## src/rtl/roll_fmt_pkg.sv

```systemverilog
// Shared definitions for the dice-roll message formatter:
// ASCII byte constants, message lengths, FSM state type and
// the byte selector for the fixed "Rolled: D\n" body.
package roll_fmt_pkg;

    localparam logic [7:0] ASC_R     = 8'h52;
    localparam logic [7:0] ASC_O     = 8'h6F;
    localparam logic [7:0] ASC_L     = 8'h6C;
    localparam logic [7:0] ASC_E     = 8'h65;
    localparam logic [7:0] ASC_D     = 8'h64;
    localparam logic [7:0] ASC_COLON = 8'h3A;
    localparam logic [7:0] ASC_SPACE = 8'h20;
    localparam logic [7:0] ASC_LF    = 8'h0A;
    localparam logic [7:0] ASC_HASH  = 8'h23;
    localparam logic [7:0] ASC_ZERO  = 8'h30;

    localparam int MSG_LEN_BASE = 10;
    localparam int MSG_LEN_SEQ  = 14;

    typedef enum logic {
        IDLE = 1'b0,
        SEND = 1'b1
    } state_e;

    // Result digit: legal dice values map to '1'..'6', anything else to bad.
    function automatic logic [7:0] digit_char(input logic [2:0] v,
                                              input logic [7:0] bad);
        if (v >= 3'd1 && v <= 3'd6) begin
            return ASC_ZERO + {5'd0, v};
        end
        return bad;
    endfunction

    // Byte i (0..9) of the "Rolled: D\n" body.
    function automatic logic [7:0] base_byte(input logic [3:0] i,
                                             input logic [2:0] v,
                                             input logic [7:0] bad);
        case (i)
            4'd0:    return ASC_R;
            4'd1:    return ASC_O;
            4'd2:    return ASC_L;
            4'd3:    return ASC_L;
            4'd4:    return ASC_E;
            4'd5:    return ASC_D;
            4'd6:    return ASC_COLON;
            4'd7:    return ASC_SPACE;
            4'd8:    return digit_char(v, bad);
            default: return ASC_LF;
        endcase
    endfunction

endpackage

```

## src/rtl/roll_fifo.sv

```systemverilog
// Synchronous result FIFO. Caller only asserts push_i when there is room
// or when pop_i is asserted in the same cycle (push+pop while full is legal:
// the head slot is read out on the same edge it is overwritten).
module roll_fifo #(
    parameter int DEPTH = 4,
    parameter int W     = 3
) (
    input  logic                     clk,
    input  logic                     rst_n,
    input  logic                     push_i,
    input  logic                     pop_i,
    input  logic [W-1:0]             wdata_i,
    output logic [W-1:0]             rdata_o,
    output logic                     full_o,
    output logic                     empty_o,
    output logic [$clog2(DEPTH):0]   level_o
);
    localparam int AW = $clog2(DEPTH);

    logic [W-1:0]  mem_q [DEPTH];
    logic [AW-1:0] wr_ptr_q;
    logic [AW-1:0] rd_ptr_q;
    logic [AW:0]   level_q;

    // Pointers wrap naturally because DEPTH is a power of two.
    always_ff @(posedge clk or negedge rst_n) begin
        if (!rst_n) begin
            wr_ptr_q <= '0;
            rd_ptr_q <= '0;
            level_q  <= '0;
        end else begin
            if (push_i) wr_ptr_q <= wr_ptr_q + AW'(1);
            if (pop_i)  rd_ptr_q <= rd_ptr_q + AW'(1);
            level_q <= level_q + {{AW{1'b0}}, push_i} - {{AW{1'b0}}, pop_i};
        end
    end

    // Storage array; contents are meaningless until written, so no reset.
    always_ff @(posedge clk) begin
        if (push_i) mem_q[wr_ptr_q] <= wdata_i;
    end

    assign rdata_o = mem_q[rd_ptr_q];
    assign full_o  = (level_q == (AW+1)'(DEPTH));
    assign empty_o = (level_q == '0);
    assign level_o = level_q;

endmodule

```

## src/rtl/roll_msg_formatter.sv

```systemverilog
// Turns dice results into ASCII "Rolled: D\n" messages on a valid/ready
// byte stream. Results queue in a small FIFO; one message is sent at a time.
// Build option: define ROLL_SEQ_EN to prefix each message with "#SS ",
// a two-digit BCD message sequence number.
module roll_msg_formatter
    import roll_fmt_pkg::*;
#(
    parameter int         FIFO_DEPTH = 4,
    parameter logic [7:0] BAD_CHAR   = 8'h3F
) (
    input  logic                          clk,
    input  logic                          rst_n,
    input  logic [2:0]                    res_val,
    input  logic                          res_valid,
    output logic [7:0]                    out_data,
    output logic                          out_valid,
    input  logic                          out_ready,
    output logic                          busy,
    output logic                          overflow,
    output logic [$clog2(FIFO_DEPTH):0]   fifo_level
);
`ifdef ROLL_SEQ_EN
    localparam logic [3:0] LAST_IDX = 4'(MSG_LEN_SEQ - 1);
    localparam logic [3:0] BASE_OFS = 4'(MSG_LEN_SEQ - MSG_LEN_BASE);
`else
    localparam logic [3:0] LAST_IDX = 4'(MSG_LEN_BASE - 1);
    localparam logic [3:0] BASE_OFS = 4'd0;
`endif

    state_e     state_q, state_d;
    logic [3:0] idx_q, idx_d;
    logic [2:0] val_q, val_d;
    logic       overflow_q, overflow_d;

    logic       fifo_push, fifo_pop, fifo_full, fifo_empty;
    logic [2:0] fifo_head;
    logic       handshake, last_byte;

    // A write into a full FIFO is still accepted if the head leaves this cycle.
    assign fifo_push = res_valid && (!fifo_full || fifo_pop);

    roll_fifo #(
        .DEPTH (FIFO_DEPTH),
        .W     (3)
    ) u_fifo (
        .clk     (clk),
        .rst_n   (rst_n),
        .push_i  (fifo_push),
        .pop_i   (fifo_pop),
        .wdata_i (res_val),
        .rdata_o (fifo_head),
        .full_o  (fifo_full),
        .empty_o (fifo_empty),
        .level_o (fifo_level)
    );

    assign out_valid = (state_q == SEND);
    assign handshake = out_valid && out_ready;
    assign last_byte = (idx_q == LAST_IDX);
    assign busy      = (state_q == SEND) || (fifo_level != '0);
    assign overflow  = overflow_q;

    // Control state: FSM, byte index and sticky overflow flag.
    always_ff @(posedge clk or negedge rst_n) begin
        if (!rst_n) begin
            state_q    <= IDLE;
            idx_q      <= '0;
            overflow_q <= 1'b0;
        end else begin
            state_q    <= state_d;
            idx_q      <= idx_d;
            overflow_q <= overflow_d;
        end
    end

    // Result latched at pop time so later FIFO writes cannot disturb the message.
    always_ff @(posedge clk) begin
        val_q <= val_d;
    end

    // Next-state: pop when idle and data waits; step through bytes on handshakes.
    always_comb begin
        state_d  = state_q;
        idx_d    = idx_q;
        val_d    = val_q;
        fifo_pop = 1'b0;
        case (state_q)
            IDLE: begin
                if (!fifo_empty) begin
                    fifo_pop = 1'b1;
                    val_d    = fifo_head;
                    idx_d    = '0;
                    state_d  = SEND;
                end
            end
            SEND: begin
                if (handshake) begin
                    if (last_byte) state_d = IDLE;
                    else           idx_d   = idx_q + 4'd1;
                end
            end
            default: state_d = IDLE;
        endcase
        overflow_d = overflow_q || (res_valid && fifo_full && !fifo_pop);
    end

`ifdef ROLL_SEQ_EN
    logic [3:0] tens_q, tens_d, units_q, units_d;

    // BCD sequence number register.
    always_ff @(posedge clk or negedge rst_n) begin
        if (!rst_n) begin
            tens_q  <= '0;
            units_q <= '0;
        end else begin
            tens_q  <= tens_d;
            units_q <= units_d;
        end
    end

    // Advance 00..99 and wrap when the final byte of a message is taken.
    always_comb begin
        tens_d  = tens_q;
        units_d = units_q;
        if (handshake && last_byte) begin
            if (units_q == 4'd9) begin
                units_d = 4'd0;
                tens_d  = (tens_q == 4'd9) ? 4'd0 : tens_q + 4'd1;
            end else begin
                units_d = units_q + 4'd1;
            end
        end
    end
`endif

    // Output byte mux; zero whenever no byte is offered.
    always_comb begin
        out_data = 8'h00;
        if (state_q == SEND) begin
            out_data = base_byte(idx_q - BASE_OFS, val_q, BAD_CHAR);
`ifdef ROLL_SEQ_EN
            case (idx_q)
                4'd0:    out_data = ASC_HASH;
                4'd1:    out_data = ASC_ZERO + {4'd0, tens_q};
                4'd2:    out_data = ASC_ZERO + {4'd0, units_q};
                4'd3:    out_data = ASC_SPACE;
                default: ;
            endcase
`endif
        end
    end

endmodule

```

## config.mk

```make
export PLATFORM = sky130hd
export DESIGN_NAME = roll_msg_formatter
export DESIGN_NICKNAME = d
export VERILOG_FILES = /design/src/rtl/roll_fmt_pkg.sv /design/src/rtl/roll_fifo.sv /design/src/rtl/roll_msg_formatter.sv
export SDC_FILE = /design/constraint.sdc
export NUM_CORES = 1
export LEC_CHECK = 0
export ABC_CLOCK_PERIOD_IN_PS = 2820
export BUFFER_PORTS_ARGS = -buffer_cell sky130_fd_sc_hd__buf_2
export CAP_MARGIN = 15
export CORE_MARGIN = 8
export CORE_UTILIZATION = 50
export CTS_BUF_LIST = sky130_fd_sc_hd__clkbuf_16
export CTS_CLUSTER_DIAMETER = 150
export DETAILED_ROUTE_END_ITERATION = 10
export PLACE_DENSITY = 0.73
export SLEW_MARGIN = 20
export SYNTH_ARGS = -nofsm -noshare
export SYNTH_HDL_FRONTEND = slang
export SYNTH_SLANG_ARGS = --single-unit
```

## constraint.sdc

```tcl
create_clock -name clk -period 2.82 [get_ports clk]
set_clock_uncertainty 0.1 [all_clocks]
set_input_delay 0.282 -clock clk [delete_from_list [all_inputs] [get_ports clk]]
set_output_delay 0.282 -clock clk [all_outputs]
set_load 0.1 [all_outputs]
```

# Word level (Yosys, flattened, before mapping)
# Memory sizes are Yosys's and may differ from the RTL's. A register that Yosys moved wholly into a read port is not among the register bits.
# Index checks and enable logic that the tools add are counted.
word_totals:
  output_inout_bits: 14
  word_cells: 64
  regBits: 13
  n_memories: 1
  ram_bits: 12
  rom_bits: 0
  latch_bits: 0
mem_list:
  columns: ["memory", "depth", "width", "read_ports", "rd_clocked_by_memory_dff", "write_ports", "line", "source"]
  rows:
  - ["u_fifo.mem_q", 4, 3, 1, 1, 1, "roll_fifo.sv:20", "logic [W-1:0] mem_q [DEPTH];"]
op_classes:
  div: 0
  n_shift: 0
  order_cmp: 2
  n_eq_ne: 13
  add_sub_neg: 6
  n_reduce_logical: 16
  n_mul: 0
  bitwise: 2
  mux: 18
ops:
  columns: ["cell", "count"]
  rows:
  - ["$pmux W8 S8", 1]
  - ["$mux W8", 3]
  - ["$eq A4 B3 Y1 const B", 4]
  - ["$mux W4", 3]
  - ["$mux W1", 9]
  - ["$eq A4 B2 Y1 const B", 2]
  - ["$eq A4 B4 Y1 const B", 2]
  - ["$pmux W4 S2", 1]
  - ["$add A6 B3 Y7 const A", 1]
  - ["$logic_and A1 B1 Y1", 5]
  - ["$add A2 B1 Y2 const B", 2]
  - ["$add A4 B1 Y4 const B", 1]
  - ["$eq A4 B1 Y1 const B", 1]
  - ["$logic_not A4 Y1", 1]
  - ["$ne A2 B2 Y1 const B", 2]
  - ["$add A3 B1 Y3", 1]
  - ["$eq A3 B3 Y1 const B", 1]
  - ["$ge A3 B1 Y1 const B", 1]
  - ["$le A3 B3 Y1 const B", 1]
  - ["$logic_not A3 Y1", 1]
  - ["$logic_or A1 B1 Y1", 3]
  - ["$reduce_and A3 Y1", 1]
  - ["$reduce_bool A3 Y1", 1]
  - ["$sub A3 B1 Y3", 1]
  - ["other kinds (6)", 8]

# Logic depth before layout (Yosys ltp)
# Gate-level depths: netlist of run 1.
depth:
  ltp_word: 8
  depth_mapped: 8
  mapped_depth_nobuf: 8

# Modules after synthesis
# Synthesis of run 1 repeated with hierarchy kept, for this count alone.
hier_totals:
  cells_unflattened: 138
  area_unflattened_um2: 1601.5
by_module_without_submodules:
  columns: ["module", "instances", "cells_per_inst", "area_each_um2"]
  rows:
  - ["roll_fifo", 1, 50, 824.5]
  - ["roll_msg_formatter", 1, 88, 777.0]

# Worst setup path before layout of run 1
# OpenSTA, ideal clock, no wires.
synth_path:
  path_kind: "flip-flop to output port"
  from: "reg state_q (netlist: out_valid)"
  to: "out out_data[1]"
  slack_ns: -0.346
  required_ns: 2.438
  t_arrival_ns: 2.784
  path_stages_with_launch: 4
  path_cell_list: "dfrtp_1 buf_4 inv_1 a31oi_1"
synth_between:
  elab_chain_cells: 1
synth_rtl:
  columns: ["element", "line", "source"]
  rows:
  - ["start, declared", "roll_msg_formatter.sv:30", "state_e state_q, state_d;"]
  - ["start signal, assigned", "roll_msg_formatter.sv:70", "state_q <= state_d;"]
  - ["$mux W8", "roll_msg_formatter.sv:139", "if (state_q == SEND) begin"]
  - ["end, declared", "roll_msg_formatter.sv:15", "output logic [7:0] out_data,"]
# No other way between the ends.

# Worst setup path in the final report of run 1
layout_path:
  from: "reg idx_q[0]"
  to: "out out_data[1]"
layout_between:
  elab_chain_cells: 4
  elab_cells_between_ends: 12
  cone_classes: "8 x eq/ne; 2 x mux; 2 x reduce/logical"
layout_rtl:
  columns: ["element", "line", "source"]
  rows:
  - ["start, declared", "roll_msg_formatter.sv:31", "logic [3:0] idx_q, idx_d;"]
  - ["start signal, assigned", "roll_msg_formatter.sv:71", "idx_q <= idx_d;"]
  - ["$eq A4 B2 Y1", "roll_fmt_pkg.sv:38", "case (i)"]
  - ["$reduce_or A2 Y1 (no line)", null, null]
  - ["$pmux W8 S8 (*)", "roll_fmt_pkg.sv:38", null]
  - ["$mux W8 (*)", "roll_msg_formatter.sv:139", null]
# Mark *: on every way between the ends. The rest lies on a longest branch, timed or not.

==> run metrics, run 1 <==
Synth Register Bits=28; filler cell count=254; largest net degree at the start of global routing=17; Skew-Pair Late Insertion Delay=0.26 ns; sequential area share after synthesis=0.5020; GRT Total Usage=0.1158; Final min period=2.622 ns; Hold Path Class=primary input to flip-flop; post-synthesis cell area=1545 µm²; Final #Nets=166; Final Max Slew Viols=0; ys flop type=edfxtp_1; Initial Util=0.5146; total of max-cap violations=0; final wirelength=2.748 mm; Die X=71.59 µm; largest area contributor in the netlist=edfxtp_1; Final setup viols=0; critical path launch point type=flip-flop; die area=5125 µm²; gr ovfl total=0; Worst Setup Path Type=flip-flop to primary output; CTS sink cnt=28; TNS Setup=0 ns; DRC violations left=0; core box area=3003 µm²; CP max stage cell=a2111oi_0; Num CTS Buffers=3; CTS tree=yes; most frequent cells in the layout=19 x buf_2, 15 x edfxtp_1, 12 x dfrtp_1; CTS resizes=0; top cell type's share of synthesized area=0.2915; antenna violations before repair=0; CP required=2.44 ns; H-Tree Depth=1; DP HPWL=2.081 mm; Net Count, Synth=146; Vias=1036; die height=71.59 µm; post-layout util=0.5908; number of synthesized flops with an enable pin=15; Port Buffer Count=19; Initial DRC Count=86; status=finished clean; P&R area growth vs syn=14.82%; maximum clock path buffer count=2; WL/cell=15.27 µm; number of global-route vias before repair=983; Crit Path Max Fanout=8; Critical Path Sink Type=primary output; Avg Cell Area, Syn=12.07 µm²; most common cell after layout, fill and taps aside=buf_2; first-pass GRT wire length=4.588 mm; Yosys warnings=0; num ports=21; endpoints failing hold=0; post-route ant nets=0; vias per cell=5.756; first-pass iteration count of the detailed router=4; Final Cycle Share=0.9299; top post-synthesis cells by area=edfxtp_1 29%, dfrtp_1 21%, ha_1 8.1%; worst path arrival time=2.24 ns; Crit path largest cell delay=0.44 ns; crit-path cells=inv_1 > ha_1 > a2111oi_0 > o21ai_1 > a31oi_2 > buf_2; CTS root buf=clkbuf_16; GP Congestion=0.8890; RSZ-0062 raised after global routing=no; Rows=20; share of cells above drive strength 1=0.2381; antenna cells=0; cells after synthesis=128; Synth async-reset ratio=0.4643; Reg clk slew, reported paths=0.07 ns; FMAX=381.4 MHz; Cell variety after synth=45
[critical path, delay by kind of cell (launching register included)]
kind	cells	cell delay [ns]
adders and majority gates	1	0.30
buffers and inverters	2	0.53
AOI/OAI and AO/OA	3	0.72
DFF	1	0.43
[layout make-up]
cell class                 count  area (µm²)  share of cell area
timing repair buffer          21       112.6             0.06347
tap                           33       41.29             0.02327
clock buffer                   3       75.07             0.04231
clock inverter                 1       30.03             0.01693
inverter                      11       41.29             0.02327
sequential                    28       777.0              0.4379
multi-input combinational     83       696.9              0.3928
[path summary, 6_finish.rpt]
check,from,end,slack [ns],depth (start not counted)
min reg2reg,overflow,overflow,0.38,1
max in group asynchronous,rst_n,u_fifo.level_o[2],2.05,2
min,res_val[2],u_fifo.mem_q[0][2],0.14,1
min in group asynchronous,rst_n,u_fifo.level_o[1],0.33,2
max reg2reg,u_fifo.level_o[2],u_fifo.level_o[2],0.38,8
max,idx_q[0],out_data[1],0.20,6
[logic make-up (layout without fill, tap and decap cells)]
group,Yosys count,in the layout,share of synthesized area
compound gates,25,25,0.1239
xor+xnor,5,5,0.02835
fa+ha+maj,11,11,0.09393
buf+inv,17,36,0.05344
flops,28,28,0.5020
mux,6,6,0.06396
other cells,1,1,0.002427
simple gates,35,35,0.1320
[metrics by stage]
step           instances  instance area [µm²]  worst slack, ns  hold slack (ns)
6_report             180                 1774           0.1978           0.1403
5_1_grt              180                 1774         0.006103           0.1354
4_1_cts              180                 1774           0.1828           0.1326
3_5_place_dp         175                 1659           0.3960          0.08368
3_3_place_gp         175                 1659           0.4218          0.07912
2_1_floorplan        128                 1556          0.04500          -0.1136
[metal layers]
metal,wire length [µm],track usage,up-vias,part of all wire
met5,0,0,-,0
met4,77,0.06122,0,0.028
met3,153,0.04324,9,0.056
met2,1335,0.1816,22,0.49
met1,1181,0.1346,504,0.43
li1,-,-,501,-
[sequential cells by signal, indices dropped and copies added (netlist names)]
| signal | cells |
|---|---|
| u_fifo.mem_q | 12 |
| idx_q | 4 |
| u_fifo.level_o | 3 |
| val_q | 3 |
| u_fifo.rd_ptr_q | 2 |
| u_fifo.wr_ptr_q | 2 |
| out_valid | 1 |
| overflow | 1 |
[synth_stat cells (3+ instances only)]
library cell,instances
ha_1,10
nor2_1,5
edfxtp_1,15
nand3_1,4
nand2_1,4
a21oi_1,6
and2_1,5
mux4_2,3
xor2_1,3
buf_2,3
dfrtp_1,13
inv_1,11
nand3b_1,3
[timing repair]
item,CTS,global route
buffers inserted,0,0
hold buffers,1,0
hold endpoints to repair,13,0
Power of run 1 is not shown: default switching activity piles up to over one toggle a cycle in this logic, so the estimate is an artifact.
==> inputs of run 2 (changes only) <==
--- a/config.mk
+++ b/config.mk
@@ -5,15 +5,14 @@
 export SDC_FILE = /design/constraint.sdc
 export NUM_CORES = 1
 export LEC_CHECK = 0
-export ABC_CLOCK_PERIOD_IN_PS = 2820
+export ABC_CLOCK_PERIOD_IN_PS = 2300
 export BUFFER_PORTS_ARGS = -buffer_cell sky130_fd_sc_hd__buf_2
-export CAP_MARGIN = 15
 export CORE_MARGIN = 8
 export CORE_UTILIZATION = 50
 export CTS_BUF_LIST = sky130_fd_sc_hd__clkbuf_16
 export CTS_CLUSTER_DIAMETER = 150
 export DETAILED_ROUTE_END_ITERATION = 10
-export PLACE_DENSITY = 0.73
+export PLACE_DENSITY = 0.76
 export SLEW_MARGIN = 20
 export SYNTH_ARGS = -nofsm -noshare
 export SYNTH_HDL_FRONTEND = slang
==> constraint.sdc (replaced) <==
create_clock -name clk -period 2.3 [get_ports clk]
set_clock_uncertainty 0.1 [all_clocks]
set_input_delay 0.115 -clock clk [delete_from_list [all_inputs] [get_ports clk]]
set_output_delay 0.115 -clock clk [all_outputs]
set_load 0.1 [all_outputs]
==> run metrics, run 2 (same netlist as run 1, synthesis figures left out) <==
critical path launch point type=flip-flop; CP max stage cell=dfrtp_1; Final Max Slew Viols=0; worst path arrival time=1.98 ns; CTS tree=yes; Crit Path Max Fanout=5; Port Buffer Count=19; first-pass iteration count of the detailed router=4; top flop regs=u_fifo.mem_q: 12 flops, idx_q: 4 flops; CP Launch Point=idx_q[0]; die height=71.59 µm; Final #Nets=171; status=finished clean; filler cell count=237; num ports=21; DRC violations left=0; die area=5125 µm²; H-Tree Depth=1; FMAX=454.8 MHz; GRT Total Usage=0.1166; post-layout util=0.6596; Min Hold Slack=0.02615 ns; Reg clk slew, reported paths=0.06 ns; Hold Startpoint=res_valid; vias per cell=5.676; Critical Path Sink Type=primary output; Num CTS Buffers=3; post-place instance area=1785 µm²; Hold Path Class=primary input to flip-flop; CTS sink cnt=28; register name with the most flops=u_fifo.mem_q; core box area=3003 µm²; design area=1981 µm²; total of max-cap violations=0; CTS root buf=clkbuf_16; TNS Setup=0 ns; CP required=2.09 ns; GP Congestion=0.8531; Die X=71.59 µm; maximum clock path buffer count=2; FF-to-FF Start=u_fifo.level_o[0]; DP HPWL=2.136 mm; antenna violations before repair=0; most common cell after layout, fill and taps aside=edfxtp_1; Initial DRC Count=70; CP delay by family, top=compound AO/OA/AOI/OAI gates; Skew-Pair Late Insertion Delay=0.26 ns; most frequent cells in the layout=15 x edfxtp_1, 13 x buf_2, 11 x inv_1; share of cells above drive strength 1=0.3158; Crit path largest cell delay=0.44 ns; WP buf/inv=3; antenna cells=0; Initial Util=0.5146; final wirelength=2.889 mm; Rows=20; post-route ant nets=0; largest net degree at the start of global routing=17; endpoints failing hold=0; Vias=1050; Final setup viols=0; gr ovfl total=0; first-pass GRT wire length=4.767 mm; Worst Setup Path Type=flip-flop to primary output; max reg flops=12; number of global-route vias before repair=1067; P&R area growth vs syn=28.18%; crit-path cells=inv_1 > ha_4 > buf_4 > nand3b_1 > o21bai_2 > a31oi_4 > buf_12; Final Cycle Share=0.9559; Final min period=2.199 ns; RSZ-0062 raised after global routing=no; WL/cell=15.62 µm
[run 2: cell types whose count changed in the layout (fill, tap and decap cells not counted), moves of 3 or more]
cell,before,now
buf_12,0,5
buf_2,19,13
dfrtp_1,12,9
dfrtp_4,0,3
dlygate4sd3_1,1,4
ha_1,10,7
[run 2: final cells by class]
cell class,count,area [µm²],area share
multi-input combinational,83,765.7,0.3866
inverter,11,41.29,0.02085
tap,33,41.29,0.02085
timing repair buffer,26,239.0,0.1207
clock buffer,3,75.07,0.03790
clock inverter,1,30.03,0.01516
sequential,28,788.3,0.3980
[run 2: worst paths after layout]
check                                endpoint  slack (ns)  depth (start not counted)
hold reg to reg                      overflow        0.36                          1
hold / removal                       overflow        0.03                          2
setup reg to reg            u_fifo.level_o[2]        0.12                          8
setup / recovery                  out_data[1]        0.10                          7
max in group asynchronous   u_fifo.level_o[2]        1.66                          2
min in group asynchronous  u_fifo.wr_ptr_q[1]        0.19                          2
[run 2: timing repair]
item,CTS,global route
setup buffers,0,0
hold endpoints to repair,25,0
resized for setup,3,8
setup endpoints to repair,2,4
hold buffers,4,0
[run 2: metal layers]
metal,global-route usage,share of wire,routed length (µm)
met5,0,0,0
met1,0.1284,0.44,1258
met4,0.04762,0.012,34
met3,0.02789,0.042,121
met2,0.2092,0.51,1474
[run 2: through the flow]
| stage | setup WS, ns | std cells |
|---|---|---|
| 2_1_floorplan | -0.04755 | 128 |
| 3_3_place_gp | 0.1804 | 177 |
| 3_5_place_dp | 0.1248 | 177 |
| 4_1_cts | 0.01076 | 185 |
| 5_1_grt | 0.005210 | 185 |
| 6_report | 0.1014 | 185 |
[run 2: worst reg2reg max path: stages, from the launching register on]
cell,delay (ns)
dfrtp_4,0.51
nor3_4,0.25
nor2_4,0.10
ha_1,0.28
inv_1,0.04
ha_1,0.18
fa_2,0.33
xor2_1,0.15
xnor2_1,0.12
Power of run 2 is left out for the same reason.
==> inputs of run 3 (changes only) <==
--- a/config.mk
+++ b/config.mk
@@ -6,13 +6,12 @@
 export NUM_CORES = 1
 export LEC_CHECK = 0
 export ABC_CLOCK_PERIOD_IN_PS = 2300
-export BUFFER_PORTS_ARGS = -buffer_cell sky130_fd_sc_hd__buf_2
 export CORE_MARGIN = 8
 export CORE_UTILIZATION = 50
-export CTS_BUF_LIST = sky130_fd_sc_hd__clkbuf_16
 export CTS_CLUSTER_DIAMETER = 150
 export DETAILED_ROUTE_END_ITERATION = 10
-export PLACE_DENSITY = 0.76
+export DONT_BUFFER_PORTS = 1
+export PLACE_DENSITY = 0.7
 export SLEW_MARGIN = 20
 export SYNTH_ARGS = -nofsm -noshare
 export SYNTH_HDL_FRONTEND = slang
==> run metrics, run 3 (same netlist as run 1, synthesis figures left out) <==
status=finished clean; CTS root buf=clkbuf_4; crit-path cells=inv_1 > ha_2 > nor4_1 > nor3_1 > o211a_1 > buf_4; Worst Setup Path Type=flip-flop to primary output; top flop regs=u_fifo.mem_q: 12 flops, idx_q: 4 flops; antenna violations before repair=0; total of max-cap violations=0; TNS Setup=0 ns; Vias=1032; DRC violations left=0; Final Max Slew Viols=0; die area=5125 µm²; DP HPWL=2.253 mm; Final Cycle Share=0.9620; gr ovfl total=0; Crit Path Max Fanout=5; worst path arrival time=2.00 ns; Rel. slew slack=0.3937; Final setup viols=0; r2r setup slk=0.12 ns; vias per cell=5.702; first-pass GRT wire length=4.885 mm; CP max stage cell=dfrtp_1; RSZ-0062 raised after global routing=no; FF-to-FF path depth=8; Num CTS Buffers=3; antenna cells=0; num ports=21; GP Congestion=0.8027; Critical Path Sink=out_data[6]; critical path launch point type=flip-flop; H-Tree Depth=1; core box area=3003 µm²; die height=71.59 µm; Rows=20; CP required=2.09 ns; P&R area growth vs syn=23.08%; most common cell after layout, fill and taps aside=edfxtp_1; maximum clock path buffer count=2; GRT Total Usage=0.1172; Final #Nets=167; CTS sink cnt=28; CTS tree=yes; endpoints failing hold=0; WL/cell=16.20 µm; post-route ant nets=0; Final min period=2.213 ns; Die X=71.59 µm; FMAX=451.9 MHz; Initial DRC Count=47; share of cells above drive strength 1=0.3041; post-layout util=0.6333; Initial Util=0.5146; FF-to-FF Start=u_fifo.level_o[0]; CP Launch Point=idx_q[0]; Skew-Pair Late Insertion Delay=0.32 ns; most frequent cells in the layout=15 x edfxtp_1, 13 x buf_4, 10 x inv_1; Hold Path Class=primary input to async pin; register name with the most flops=u_fifo.mem_q; slew at the pin closest to its max-slew limit=0.9094 ns; RR Endpoint=u_fifo.level_o[2]; number of global-route vias before repair=1075; Port Buffer Count=0; Crit path largest cell delay=0.42 ns; largest net degree at the start of global routing=17; first-pass iteration count of the detailed router=4; Reg clk slew, reported paths=0.14 ns; Critical Path Sink Type=primary output; max reg flops=12; final wirelength=2.932 mm
run 3: cell types whose count changed in the layout (fill, tap and decap cells not counted), moves of 2 or more:
cell and delta:
buf_2 -13, buf_4 +10, buf_12 -3, clkbuf_16 -3, clkbuf_4 +3, dlygate4sd3_1 +2
run 3: final cells by class:
class	instances	area, µm²
repair buffers	22	209.0
clock inverters	1	3.754
flip-flops and latches	28	788.3
multi-input cells	83	795.8
inverters	11	41.29
fillers	230	1101
clock buffers	3	22.52
well taps	33	41.29
run 3: per-stage QoR:
step                instance area [µm²]  hold WS, ns  instances  setup WS (ns)
floorplan                          1593      -0.2806        128       -0.04755
global placement                   1715      -0.2802        168         0.1542
detailed placement                 1715      -0.2803        168         0.1335
CTS                                1834       0.1232        180        0.01412
global route                       1902       0.1491        181       0.002180
finish                             1902       0.1199        181        0.08729
run 3: repair_timing:
action | in CTS | in global routing
setup buffers | 2 | 1
resized for setup | 5 | 11
hold buffers | 6 | 0
pin swaps | 0 | 1
endpoints found under the hold margin | 32 | 0
endpoints found under the setup margin | 5 | 6
run 3: how the worst min path moves through the flow:
stage / to / cells after the start / slack [ns] / start
floorplan: idx_q[0] / 0 / -0.28 / rst_n
global placement: overflow / 0 / -0.28 / rst_n
detailed placement: u_fifo.level_o[1] / 0 / -0.28 / rst_n
CTS: u_fifo.level_o[1] / 1 / 0.12 / rst_n
global route: overflow / 1 / 0.15 / rst_n
finish: u_fifo.level_o[0] / 1 / 0.12 / rst_n
run 3: worst max-delay path: cells and delay by family, from the launching register on:
| kind | cells | cell delay (ns) |
|---|---|---|
| buffers and inverters | 2 | 0.40 |
| AND/OR/NAND/NOR | 2 | 0.36 |
| AO/OA/AOI/OAI | 1 | 0.21 |
| adder cells (fa/ha/maj) | 1 | 0.28 |
| flip-flops | 1 | 0.42 |
run 3: metal layers:
| layer | track usage | share of wire | up-vias |
|---|---|---|---|
| met1 | 0.1258 | 0.41 | 510 |
| met5 | 0 | 0 | - |
| met2 | 0.2276 | 0.55 | 15 |
| li1 | - | - | 505 |
| met3 | 0.02232 | 0.039 | 2 |
| met4 | 0.02721 | 0.0041 | 0 |
Power of run 3 is left out for the same reason.
